<file path="src/rtl/sdram_bist_pkg.sv">
// sdram_bist_pkg
//   Shared types and helpers for the SDRAM BIST controller.
//   - state_t       : controller FSM states
//   - DATA_W/ADDR_W : master buffer width and base/length width
//   - LFSR_TAPS     : feedback mask for taps 64,63,61,60 (bits 63,62,60,59)
//   - pattern_word  : counter-mode pattern {seed[63:32]^idx, ~idx}
//   - lfsr_next     : one Fibonacci LFSR step (only with SDRAM_BIST_LFSR_EN)
package sdram_bist_pkg;

    localparam int DATA_W = 64;
    localparam int ADDR_W = 32;

    localparam logic [63:0] LFSR_TAPS = 64'hD800_0000_0000_0000;

    typedef enum logic [2:0] {
        ST_IDLE,
        ST_WR_GO,
        ST_WR_FILL,
        ST_WR_WAIT,
        ST_RD_GO,
        ST_RD_DRAIN,
        ST_RD_WAIT,
        ST_DONE
    } state_t;

    function automatic logic [DATA_W-1:0] pattern_word(input logic [31:0]       idx,
                                                       input logic [DATA_W-1:0] seed);
        return {seed[63:32] ^ idx, ~idx};
    endfunction

`ifdef SDRAM_BIST_LFSR_EN
    function automatic logic [63:0] lfsr_next(input logic [63:0] s);
        return {s[62:0], ^(s & LFSR_TAPS)};
    endfunction
`endif

endpackage

</file>
<file path="src/rtl/sdram_bist_ctrl_if.sv">
// sdram_bist_ctrl_if
//   Control/user conduits of the qsys SDRAM write master and read master.
//   master : BIST controller side (drives go/base/length/push/pop)
//   slave  : qsys master side (drives done/full/read data/available)
interface sdram_bist_ctrl_if;
    import sdram_bist_pkg::*;

    logic              wr_fixed_location;
    logic [ADDR_W-1:0] wr_base;
    logic [ADDR_W-1:0] wr_length;
    logic              wr_go;
    logic              wr_done;
    logic              wr_write_buffer;
    logic [DATA_W-1:0] wr_buffer_input_data;
    logic              wr_buffer_full;

    logic              rd_fixed_location;
    logic [ADDR_W-1:0] rd_base;
    logic [ADDR_W-1:0] rd_length;
    logic              rd_go;
    logic              rd_done;
    logic              rd_early_done;
    logic              rd_read_buffer;
    logic [DATA_W-1:0] rd_buffer_output_data;
    logic              rd_data_available;

    modport master (
        output wr_fixed_location, wr_base, wr_length, wr_go, wr_write_buffer,
               wr_buffer_input_data,
        input  wr_done, wr_buffer_full,
        output rd_fixed_location, rd_base, rd_length, rd_go, rd_read_buffer,
        input  rd_done, rd_early_done, rd_buffer_output_data, rd_data_available
    );

    modport slave (
        input  wr_fixed_location, wr_base, wr_length, wr_go, wr_write_buffer,
               wr_buffer_input_data,
        output wr_done, wr_buffer_full,
        input  rd_fixed_location, rd_base, rd_length, rd_go, rd_read_buffer,
        output rd_done, rd_early_done, rd_buffer_output_data, rd_data_available
    );

endinterface

</file>
<file path="src/rtl/sdram_bist_patgen.sv">
// sdram_bist_patgen
//   Pattern generator for one side (write or read) of the BIST.
//   Macro SDRAM_BIST_LFSR_EN selects a 64-bit Fibonacci LFSR seeded with SEED
//   (zero seed replaced by 1); otherwise a word counter feeding pattern_word().
//   clk_i     : clock
//   rst_n_i   : synchronous active-low reset
//   load_i    : restart the sequence at word 0
//   advance_i : step to the next word (word consumed this cycle)
//   word_o    : current pattern word
module sdram_bist_patgen
    import sdram_bist_pkg::*;
#(
    parameter logic [DATA_W-1:0] SEED = 64'h0123_4567_89AB_CDEF
) (
    input  logic              clk_i,
    input  logic              rst_n_i,
    input  logic              load_i,
    input  logic              advance_i,
    output logic [DATA_W-1:0] word_o
);

`ifdef SDRAM_BIST_LFSR_EN
    // An all-zero LFSR never leaves zero, so a zero seed is promoted to 1.
    localparam logic [63:0] SEED_EFF = (SEED == 64'd0) ? 64'd1 : SEED;

    logic [63:0] lfsr_q, lfsr_d;

    always_comb begin
        lfsr_d = lfsr_q;
        if (load_i) begin
            lfsr_d = SEED_EFF;
        end else if (advance_i) begin
            lfsr_d = lfsr_next(lfsr_q);
        end
    end

    always_ff @(posedge clk_i) begin
        if (!rst_n_i) begin
            lfsr_q <= SEED_EFF;
        end else begin
            lfsr_q <= lfsr_d;
        end
    end

    assign word_o = lfsr_q;
`else
    logic [31:0] idx_q, idx_d;

    always_comb begin
        idx_d = idx_q;
        if (load_i) begin
            idx_d = 32'd0;
        end else if (advance_i) begin
            idx_d = idx_q + 32'd1;
        end
    end

    always_ff @(posedge clk_i) begin
        if (!rst_n_i) begin
            idx_q <= 32'd0;
        end else begin
            idx_q <= idx_d;
        end
    end

    assign word_o = pattern_word(idx_q, SEED);
`endif

endmodule

</file>
<file path="src/rtl/sdram_bist_ctrl.sv">
// sdram_bist_ctrl
//   Fills an SDRAM region with a deterministic pattern via the qsys write
//   master, reads it back via the read master and compares every word.
//   Macro SDRAM_BIST_LFSR_EN switches the pattern to a 64-bit LFSR.
//   clk_clk, reset_reset_n : clock, synchronous active-low reset
//   start                  : one-cycle request, honoured only when idle
//   busy, done             : test in progress / one-cycle completion pulse
//   pass, fail             : sticky result of the last test
//   err_count              : mismatching words (saturating)
//   first_err_addr         : byte address of the first mismatch
//   bus                    : write/read master control and user conduits
//
//   state       | meaning
//   ST_IDLE     | waiting for start
//   ST_WR_GO    | one-cycle wr_go pulse
//   ST_WR_FILL  | pushing NWORDS pattern words into the write FIFO
//   ST_WR_WAIT  | waiting for the write master to finish
//   ST_RD_GO    | one-cycle rd_go pulse
//   ST_RD_DRAIN | popping and comparing NWORDS words
//   ST_RD_WAIT  | waiting for the read master to finish
//   ST_DONE     | one-cycle done pulse, result visible
module sdram_bist_ctrl
    import sdram_bist_pkg::*;
#(
    parameter logic [ADDR_W-1:0] BASE_ADDR    = 32'h0000_0000,
    parameter int unsigned       LENGTH_BYTES = 4096,
    parameter logic [DATA_W-1:0] SEED         = 64'h0123_4567_89AB_CDEF
) (
    input  logic               clk_clk,
    input  logic               reset_reset_n,
    input  logic               start,
    output logic               busy,
    output logic               done,
    output logic               pass,
    output logic               fail,
    output logic [15:0]        err_count,
    output logic [ADDR_W-1:0]  first_err_addr,
    sdram_bist_ctrl_if.master  bus
);

    if (LENGTH_BYTES == 0 || (LENGTH_BYTES % 8) != 0) begin : g_len_chk
        $error("sdram_bist_ctrl: LENGTH_BYTES must be a nonzero multiple of 8");
    end
    if (BASE_ADDR[2:0] != 3'b000) begin : g_base_chk
        $error("sdram_bist_ctrl: BASE_ADDR must be 8-byte aligned");
    end

    localparam logic [ADDR_W-1:0] LAST_IDX = ADDR_W'(LENGTH_BYTES / 8 - 1);

    state_t            state_q, state_d;
    logic [ADDR_W-1:0] widx_q, widx_d;
    logic [ADDR_W-1:0] ridx_q, ridx_d;
    logic [15:0]       err_q, err_d;
    logic [ADDR_W-1:0] ferr_q, ferr_d;
    logic              pass_q, pass_d;
    logic              fail_q, fail_d;

    logic              push, pop, mismatch, wr_load, rd_load;
    logic [DATA_W-1:0] wr_word, rd_word;
    logic              unused_early_done;

    always_comb begin
        state_d  = state_q;
        widx_d   = widx_q;
        ridx_d   = ridx_q;
        err_d    = err_q;
        ferr_d   = ferr_q;
        pass_d   = pass_q;
        fail_d   = fail_q;
        push     = 1'b0;
        pop      = 1'b0;
        mismatch = 1'b0;
        wr_load  = 1'b0;
        rd_load  = 1'b0;
        case (state_q)
            ST_IDLE: begin
                if (start) begin
                    state_d = ST_WR_GO;
                    err_d   = 16'd0;
                    ferr_d  = '0;
                    pass_d  = 1'b0;
                    fail_d  = 1'b0;
                end
            end
            ST_WR_GO: begin
                wr_load = 1'b1;
                widx_d  = '0;
                state_d = ST_WR_FILL;
            end
            ST_WR_FILL: begin
                push = !bus.wr_buffer_full;
                if (push) begin
                    widx_d = widx_q + ADDR_W'(1);
                    if (widx_q == LAST_IDX) begin
                        state_d = ST_WR_WAIT;
                    end
                end
            end
            ST_WR_WAIT: begin
                if (bus.wr_done) begin
                    state_d = ST_RD_GO;
                end
            end
            ST_RD_GO: begin
                rd_load = 1'b1;
                ridx_d  = '0;
                state_d = ST_RD_DRAIN;
            end
            ST_RD_DRAIN: begin
                // Show-ahead FIFO: the head word is valid in the pop cycle.
                pop = bus.rd_data_available;
                if (pop) begin
                    mismatch = (bus.rd_buffer_output_data != rd_word);
                    ridx_d   = ridx_q + ADDR_W'(1);
                    if (mismatch) begin
                        if (err_q != 16'hFFFF) begin
                            err_d = err_q + 16'd1;
                        end
                        // err_count saturates, so zero only before the first miss.
                        if (err_q == 16'd0) begin
                            ferr_d = BASE_ADDR + {ridx_q[ADDR_W-4:0], 3'b000};
                        end
                    end
                    if (ridx_q == LAST_IDX) begin
                        state_d = ST_RD_WAIT;
                    end
                end
            end
            ST_RD_WAIT: begin
                if (bus.rd_done) begin
                    state_d = ST_DONE;
                    pass_d  = (err_q == 16'd0);
                    fail_d  = (err_q != 16'd0);
                end
            end
            ST_DONE: begin
                state_d = ST_IDLE;
            end
            default: begin
                state_d = ST_IDLE;
            end
        endcase
    end

    always_ff @(posedge clk_clk) begin
        if (!reset_reset_n) begin
            state_q <= ST_IDLE;
            widx_q  <= '0;
            ridx_q  <= '0;
            err_q   <= 16'd0;
            ferr_q  <= '0;
            pass_q  <= 1'b0;
            fail_q  <= 1'b0;
        end else begin
            state_q <= state_d;
            widx_q  <= widx_d;
            ridx_q  <= ridx_d;
            err_q   <= err_d;
            ferr_q  <= ferr_d;
            pass_q  <= pass_d;
            fail_q  <= fail_d;
        end
    end

    sdram_bist_patgen #(.SEED(SEED)) u_patgen_wr (
        .clk_i     (clk_clk),
        .rst_n_i   (reset_reset_n),
        .load_i    (wr_load),
        .advance_i (push),
        .word_o    (wr_word)
    );

    sdram_bist_patgen #(.SEED(SEED)) u_patgen_rd (
        .clk_i     (clk_clk),
        .rst_n_i   (reset_reset_n),
        .load_i    (rd_load),
        .advance_i (pop),
        .word_o    (rd_word)
    );

    assign busy           = (state_q != ST_IDLE) && (state_q != ST_DONE);
    assign done           = (state_q == ST_DONE);
    assign pass           = pass_q;
    assign fail           = fail_q;
    assign err_count      = err_q;
    assign first_err_addr = ferr_q;

    assign bus.wr_fixed_location    = 1'b0;
    assign bus.wr_base              = BASE_ADDR;
    assign bus.wr_length            = ADDR_W'(LENGTH_BYTES);
    assign bus.wr_go                = (state_q == ST_WR_GO);
    assign bus.wr_write_buffer      = push;
    assign bus.wr_buffer_input_data = wr_word;

    assign bus.rd_fixed_location    = 1'b0;
    assign bus.rd_base              = BASE_ADDR;
    assign bus.rd_length            = ADDR_W'(LENGTH_BYTES);
    assign bus.rd_go                = (state_q == ST_RD_GO);
    assign bus.rd_read_buffer       = pop;

    // Early-done is reserved on this conduit and intentionally unused.
    assign unused_early_done = bus.rd_early_done;

endmodule

</file>
<file path="src/flat_wrapper.sv">
// flat-port wrapper written by rule: the top's interface ports become plain ports
module sdram_bist_ctrl_flat import sdram_bist_pkg::*;
#(
    parameter logic [ADDR_W-1:0] BASE_ADDR    = 32'h0000_0000,
    parameter int unsigned       LENGTH_BYTES = 4096,
    parameter logic [DATA_W-1:0] SEED         = 64'h0123_4567_89AB_CDEF
)
  (clk_clk, reset_reset_n, start, busy, done, pass, fail, err_count, first_err_addr, bus_wr_fixed_location, bus_wr_base, bus_wr_length, bus_wr_go, bus_wr_write_buffer, bus_wr_buffer_input_data, bus_wr_done, bus_wr_buffer_full, bus_rd_fixed_location, bus_rd_base, bus_rd_length, bus_rd_go, bus_rd_read_buffer, bus_rd_done, bus_rd_early_done, bus_rd_buffer_output_data, bus_rd_data_available);
  sdram_bist_ctrl_if bus_i ();
  input  logic clk_clk;
  input  logic reset_reset_n;
  input  logic start;
  output logic busy;
  output logic done;
  output logic pass;
  output logic fail;
  output logic [15:0] err_count;
  output logic [ADDR_W-1:0] first_err_addr;
  output wire logic [$bits(bus_i.wr_fixed_location)-1:0] bus_wr_fixed_location;
  output wire logic [$bits(bus_i.wr_base)-1:0] bus_wr_base;
  output wire logic [$bits(bus_i.wr_length)-1:0] bus_wr_length;
  output wire logic [$bits(bus_i.wr_go)-1:0] bus_wr_go;
  output wire logic [$bits(bus_i.wr_write_buffer)-1:0] bus_wr_write_buffer;
  output wire logic [$bits(bus_i.wr_buffer_input_data)-1:0] bus_wr_buffer_input_data;
  input wire logic [$bits(bus_i.wr_done)-1:0] bus_wr_done;
  input wire logic [$bits(bus_i.wr_buffer_full)-1:0] bus_wr_buffer_full;
  output wire logic [$bits(bus_i.rd_fixed_location)-1:0] bus_rd_fixed_location;
  output wire logic [$bits(bus_i.rd_base)-1:0] bus_rd_base;
  output wire logic [$bits(bus_i.rd_length)-1:0] bus_rd_length;
  output wire logic [$bits(bus_i.rd_go)-1:0] bus_rd_go;
  output wire logic [$bits(bus_i.rd_read_buffer)-1:0] bus_rd_read_buffer;
  input wire logic [$bits(bus_i.rd_done)-1:0] bus_rd_done;
  input wire logic [$bits(bus_i.rd_early_done)-1:0] bus_rd_early_done;
  input wire logic [$bits(bus_i.rd_buffer_output_data)-1:0] bus_rd_buffer_output_data;
  input wire logic [$bits(bus_i.rd_data_available)-1:0] bus_rd_data_available;
  assign bus_wr_fixed_location = bus_i.wr_fixed_location;
  assign bus_wr_base = bus_i.wr_base;
  assign bus_wr_length = bus_i.wr_length;
  assign bus_wr_go = bus_i.wr_go;
  assign bus_wr_write_buffer = bus_i.wr_write_buffer;
  assign bus_wr_buffer_input_data = bus_i.wr_buffer_input_data;
  assign bus_i.wr_done = bus_wr_done;
  assign bus_i.wr_buffer_full = bus_wr_buffer_full;
  assign bus_rd_fixed_location = bus_i.rd_fixed_location;
  assign bus_rd_base = bus_i.rd_base;
  assign bus_rd_length = bus_i.rd_length;
  assign bus_rd_go = bus_i.rd_go;
  assign bus_rd_read_buffer = bus_i.rd_read_buffer;
  assign bus_i.rd_done = bus_rd_done;
  assign bus_i.rd_early_done = bus_rd_early_done;
  assign bus_i.rd_buffer_output_data = bus_rd_buffer_output_data;
  assign bus_i.rd_data_available = bus_rd_data_available;
  sdram_bist_ctrl #(.BASE_ADDR(BASE_ADDR), .LENGTH_BYTES(LENGTH_BYTES), .SEED(SEED)) u_core (.clk_clk(clk_clk), .reset_reset_n(reset_reset_n), .start(start), .busy(busy), .done(done), .pass(pass), .fail(fail), .err_count(err_count), .first_err_addr(first_err_addr), .bus(bus_i));
endmodule
</file>
<file path="config.mk">
export PLATFORM = sky130hd
export DESIGN_NAME = sdram_bist_ctrl_flat
export DESIGN_NICKNAME = d
export VERILOG_FILES = /design/src/rtl/sdram_bist_pkg.sv /design/src/rtl/sdram_bist_ctrl_if.sv /design/src/rtl/sdram_bist_patgen.sv /design/src/rtl/sdram_bist_ctrl.sv /design/src/flat_wrapper.sv
export SDC_FILE = /design/constraint.sdc
export NUM_CORES = 1
export LEC_CHECK = 0
export BUFFER_PORTS_ARGS = -buffer_cell sky130_fd_sc_hd__buf_2
export CAP_MARGIN = 20
export CORE_ASPECT_RATIO = 1.4
export CORE_MARGIN = 2
export CORE_UTILIZATION = 40
export CTS_CLUSTER_DIAMETER = 150
export CTS_CLUSTER_SIZE = 20
export DETAILED_ROUTE_END_ITERATION = 12
export HOLD_SLACK_MARGIN = 0.12
export PLACE_DENSITY_LB_ADDON = 0.1
export SKIP_LAST_GASP = 1
export SLEW_MARGIN = 20
export SYNTH_ARGS = -nofsm -noshare
export SYNTH_HDL_FRONTEND = slang
export SYNTH_SLANG_ARGS = --single-unit
</file>
<file path="constraint.sdc">
create_clock -name clk_clk -period 6 [get_ports clk_clk]
set_clock_uncertainty 0.15 [all_clocks]
set_input_delay 0.3 -clock clk_clk [delete_from_list [all_inputs] [get_ports clk_clk]]
set_output_delay 0.3 -clock clk_clk [all_outputs]
set_load 0.02 [all_outputs]
</file>
==> Yosys cells after proc, flatten, opt, wreduce, memory -nomap -nowiden <==
Index checks and enable logic that the tools add are counted.
Widths: inputs -> output; s select.
{ "totals": {"reg_bits": 181, "word_cells": 90} }
{ "op_classes": {"addsub": 5, "eq_ne": 22, "mux": 31, "bitwise": 5, "n_reduce_logical": 18} }
{ "op_table": {"columns": ["operator", "count"], "rows": [
  ["$mux 32", 6],
  ["$pmux 32 s2", 3],
  ["$add 32x1->32 const B", 4],
  ["$eq 32x9->1 const B", 2],
  ["$mux 16", 4],
  ["$ne 64x64->1", 1],
  ["$not 32->32", 2],
  ["$pmux 16 s2", 1],
  ["$not 12->12", 2],
  ["$pmux 3 s8", 1],
  ["$mux 3", 7],
  ["$add 16x1->16 const B", 1],
  ["$logic_not 16->1", 1],
  ["$ne 16x16->1 const B", 1],
  ["$reduce_bool 16->1", 1],
  ["$eq 3x3->1 const B", 4],
  ["$ne 2x1->1 const B", 5],
  ["$ne 2x2->1 const B", 5],
  ["$reduce_and 5->1", 2],
  ["$reduce_bool 2->1", 4],
  ["$mux 1", 7],
  ["$reduce_and 7->1", 1],
  ["$eq 3x2->1 const B", 2],
  ["$pmux 1 s2", 2],
  ["10 further kinds", 12]
]} }

==> Depth between registers and ports, before layout <==
{ "logic_depth": {"ltp_word": 5, "depth_mapped": 12, "ltp_nobuf": 9} }

==> Modules after synthesis <==
Synthesis repeated with hierarchy kept, for this count alone.
{ "hier_totals": {"hier_cells": 1370, "area_unflattened_um2": 11121.9} }
{ "by_module_without_submodules": {"columns": ["mod", "n_inst", "cells_each", "area_each_um2", "seq_area_each_um2"], "rows": [
  ["sdram_bist_ctrl", 1, 900, 7365.8, 2282.2],
  ["sdram_bist_patgen", 2, 235, 1878.1, 640.6]
]} }

==> Worst setup path after synthesis <==
OpenSTA, ideal clock, no wires.
{ "synth_path": {"path_type": "register -> register", "start": "register u_core.state_q[1]", "end": "register u_core.u_patgen_wr.idx_q[23]", "setup_time_ps": 128, "arrival_ps": 2224, "path_slack_ps": 3498, "stages_incl_launch_ff": 9, "path_buffers": 1, "period_less_slack_ps": 2502, "cell_sequence": "dfxtp_1 -> clkbuf_1 -> nor4b_4 -> nand4_1 -> nor3_1 -> and2b_1 -> nand3_1 -> xnor2_1 -> nor2_1"} }
{ "synth_via": {"elab_cells_between_ends": 5} }
{ "synth_lines": {"columns": ["item", "line", "source"], "rows": [
  ["start: declaration", "sdram_bist_ctrl.sv:50", "state_t state_q, state_d;"],
  ["start signal: assignment", "sdram_bist_ctrl.sv:155", "state_q <= state_d;"],
  ["$eq 3x2->1", "sdram_bist_ctrl.sv:75", "case (state_q)"],
  ["$mux 1", "sdram_bist_ctrl.sv:75", null],
  ["net bus_wr_write_buffer", "flat_wrapper.sv:23", "output wire logic [$bits(bus_i.wr_write_buffer)-1:0] bus_wr_write_buffer;"],
  ["end signal: assignment", "sdram_bist_patgen.sv:62", "idx_q <= idx_d;"],
  ["end: declaration", "sdram_bist_patgen.sv:47", "logic [31:0] idx_q, idx_d;"]
]} }
The timed path passes the listed nets, and every way through them passes these cells.
A chain may end at the register's enable or synchronous reset.

==> Final worst setup path <==
{ "layout_path": {"start": "register u_core.state_q[2]", "end": "register u_core.u_patgen_rd.idx_q[31]"} }
{ "layout_via": {"elab_chain_len": 3, "elab_cells_between_ends": 5} }
{ "layout_rtl": {"columns": ["item", "line"], "rows": [
  ["$eq 3x3->1", "sdram_bist_ctrl.sv:75"],
  ["$mux 1", "sdram_bist_ctrl.sv:75"],
  ["$reduce_or 2->1 (no source line)", null],
  ["end signal: assignment", "sdram_bist_patgen.sv:62"],
  ["end: declaration", "sdram_bist_patgen.sv:47"]
]} }
Parallel ways exist; a longest one is shown, timed or not.

==> impl_metrics.env <==
export IMPL_synthCells=1291
export IMPL_whs_endpoint="u_core.state_q[2]$_SDFFE_PN0P_"
export IMPL_timing_reg2reg_setup_slack_ns=2.27
export IMPL_cts_tree="built"
export IMPL_worst_r2r_cell_count=10
export IMPL_drive_gt1_share_pct=16.5
export IMPL_layout_common_cells="187 x buf_2, 178 x dfxtp_1, 160 x nor2_1"
export IMPL_hpwl_um=18500
export IMPL_yosysWarningCount=0
export IMPL_setup_viol=0
export IMPL_cts_buffers_inserted=17
export IMPL_path_clk_slew_ns=0.07
export IMPL_drc=0
export IMPL_status="finished, final reports clean"
export IMPL_min_from="bus_wr_done"
export IMPL_chipWidth_um=140
export IMPL_synth_top_area_share_pct=34.2
export IMPL_cap_violations=0
export IMPL_fin_crit_ns=3.73
export IMPL_viasPerCell=4.86
export IMPL_synth_edff_count=0
export IMPL_holdPathStages=4
export IMPL_r2r_end="u_core.u_patgen_rd.idx_q[31]$_SDFFE_PP0P_"
export IMPL_finalHoldViolCount=0
export IMPL_min_period_over_period_pct=62.1
export IMPL_clkLatencyLatePin_ns=0.43
export IMPL_antenna_found_initial=1
export IMPL_first_global_vias=7780
export IMPL_pwr_share_seq_pct=44.3
export IMPL_post_cts_setup_buffers=0
export IMPL_wire_per_inst_um=14.3
export IMPL_cp_arrival_ns=3.94
export IMPL_grt_first_pass_wirelength_um=39800
export IMPL_pwr_share_clk_pct=40.2
export IMPL_finalSetupTns_ns=0
export IMPL_cts_root_buf="clkbuf_16"
export IMPL_synth_top_cell_by_area="dfxtp_1"
export IMPL_cp_end_kind="register"
export IMPL_ys_seq_area_share_pct=34.2
export IMPL_crit_path_max_fanout=37
export IMPL_antenna_left=0
export IMPL_cts_hold_buf=0
export IMPL_dr_pass1_iters=4
export IMPL_cts_buffer_depth=2
export IMPL_overflow=0
export IMPL_pwr_share_comb_pct=15.5
export IMPL_r2r_start="u_core.state_q[2]$_SDFFE_PN0P_"
export IMPL_cts_resized=0
export IMPL_grt_usage_pct=17.9
export IMPL_dr_first_iter_drc_count=346
export IMPL_synthArstFlopShare_pct=0
export IMPL_power_density_nw_per_um2=240
export IMPL_worst_pin_slew_ns=0.892
export IMPL_power_internal_uw=1920
export IMPL_io_pins=322
export IMPL_ys_top_cells_by_area="dfxtp_1 34%, buf_4 12%, xnor2_1 7.1%, xor2_1 5.9%, nor2_1 5.8%"
export IMPL_nNetsFinal=1487
export IMPL_ys_types=64
export IMPL_grt_max_degree=88
export IMPL_diodes=0
export IMPL_syn_area_um2=10400
export IMPL_power_switching_uw=807
export IMPL_multiInputGateArea_um2=5680
export IMPL_synth_seq_cells=178
export IMPL_maxSlewHeadroom_pct=40.5
export IMPL_crit_type="reg2reg"
export IMPL_portBuffers=187
export IMPL_core_um2=25500
export IMPL_hold_path_class="in2reg"
export IMPL_die_y_um=195
export IMPL_start_util_pct=40.9
export IMPL_rsz0062_at_grt="no"
export IMPL_via_count=8465
export IMPL_syn_avg_cell_area_um2=8.07
export IMPL_fin_util_pct=44.7
export IMPL_rows=69
export IMPL_place_gp_congestion=0.880
export IMPL_wl_um=24800
export IMPL_nFillCells=2595
export IMPL_htreeDepth=4
export IMPL_regArea_um2=3560
export IMPL_power_leakage_uw=0.00453
export IMPL_clkSinkCount=178
export IMPL_worst_ep_required_time_ns=6.22
export IMPL_power_ir_vdd_worst_mv=0.208
export IMPL_ys_flop_type="dfxtp_1"
export IMPL_syn2layout_area_growth_pct=9.28
export IMPL_cp_start_kind="register"
export IMPL_fmax_mhz=268
export IMPL_swShare_pct=29.6
export IMPL_fp_dieArea_um2=27400
export IMPL_mostFrequentLayoutCell="buf_2"
export IMPL_slew_viol_final=0
[how the worst max path moves through the flow]
stage / start / end / slack [ns]
final: u_core.state_q[2]$_SDFFE_PN0P_ / u_core.u_patgen_rd.idx_q[31]$_SDFFE_PP0P_ / 2.27
after detailed placement: u_core.state_q[2]$_SDFFE_PN0P_ / u_core.u_patgen_rd.idx_q[31]$_SDFFE_PP0P_ / 2.21
after global placement: u_core.state_q[2]$_SDFFE_PN0P_ / u_core.u_patgen_rd.idx_q[31]$_SDFFE_PP0P_ / 2.29
after CTS: u_core.state_q[2]$_SDFFE_PN0P_ / u_core.u_patgen_rd.idx_q[31]$_SDFFE_PP0P_ / 2.21
after global routing: u_core.state_q[2]$_SDFFE_PN0P_ / u_core.u_patgen_rd.idx_q[31]$_SDFFE_PP0P_ / 1.92
after floorplan: u_core.state_q[1]$_SDFFE_PN0P_ / u_core.u_patgen_wr.idx_q[23]$_SDFFE_PP0P_ / 3.50
[stage by stage]
step	std cells	power, µW	instance area (µm²)	hold WS [ns]	setup WS, ns
after floorplan	1422	1630	10900	0.281	3.50
after global placement	1709	1660	10800	0.290	2.29
after detailed placement	1709	1660	10800	0.296	2.21
after CTS	1740	2770	11400	0.149	2.21
after global routing	1740	2850	11400	0.190	1.92
final	1740	2730	11400	0.170	2.27
[synth_stat cells (4+ instances only)]
master	instances
nor4b_1	4
nand2_1	102
nand2b_1	9
nand3b_1	4
clkbuf_1	38
xor2_1	70
o221a_1	7
xnor2_1	85
nand3_1	79
a21oi_1	28
buf_2	17
o21ai_1	9
mux2i_1	30
and3b_1	5
ha_1	6
nor3_1	19
nor4_1	38
dfxtp_1	178
o21ai_0	14
and4_1	17
nor2b_1	13
or3_1	14
a22oi_1	6
a31oi_1	5
nand4_1	28
buf_4	166
and3_1	24
and2_1	7
nor2_1	160
inv_1	47
or4_1	9
[critical path, stage by stage (launching register included)]
cell     delay [ns]
dfxtp_1        0.79
and3b_1        0.24
buf_4          0.40
nand2_2        0.25
inv_2          0.24
nand4_1        0.26
nor2_1         0.36
and4_1         0.42
nand2_1        0.10
or3_1          0.31
a21oi_1        0.14
[power groups by stage]
stage / combinational [µW] / sequential (µW) / clock, µW
after floorplan: 409 / 1220 / 0
after global placement: 426 / 1240 / 0
after detailed placement: 424 / 1240 / 0
after CTS: 425 / 1210 / 1130
after global routing: 461 / 1210 / 1180
final: 423 / 1210 / 1100
[logic make-up after synthesis]
family,Yosys count,synth area share (%)
buf+inv,275,16.3
compound gates,95,5.99
other cells,2,0.0721
fa+ha+maj,6,0.720
simple gates,549,26.7
flops,178,34.2
xor+xnor,155,13.0
mux,31,2.99
[state kept, by name, summed over array words and instances, names as in the netlist]
signal / cells
u_core.first_err_addr: 29
u_core.ridx_q: 32
u_core.widx_q: 32
u_core.err_count: 16
u_core.u_patgen_rd.idx_q: 32
u_core.pass: 1
u_core.fail: 1
u_core.state_q: 3
u_core.u_patgen_wr.idx_q: 32
[layout make-up]
cell class                 instances  share of cell area, %
timing repair buffer             194                   8.68
clock inverter                    10                  0.868
clock buffer                      21                   4.13
inverter                          49                   1.62
sequential                       178                   31.3
multi-input combinational        969                   49.9
tap                              319                   3.51
[routing by layer]
metal | wire length [µm] | up-vias | part of all wire, % | GRT usage [%]
li1 | - | 4277 | - | -
met1 | 10200 | 3907 | 41 | 20.5
met2 | 12700 | 246 | 51 | 32.5
met3 | 1340 | 33 | 5.4 | 3.92
met4 | 578 | 2 | 2.3 | 6.43
met5 | 12 | - | 0.048 | 0
No activity file was read; power rests on OpenSTA's default activity.
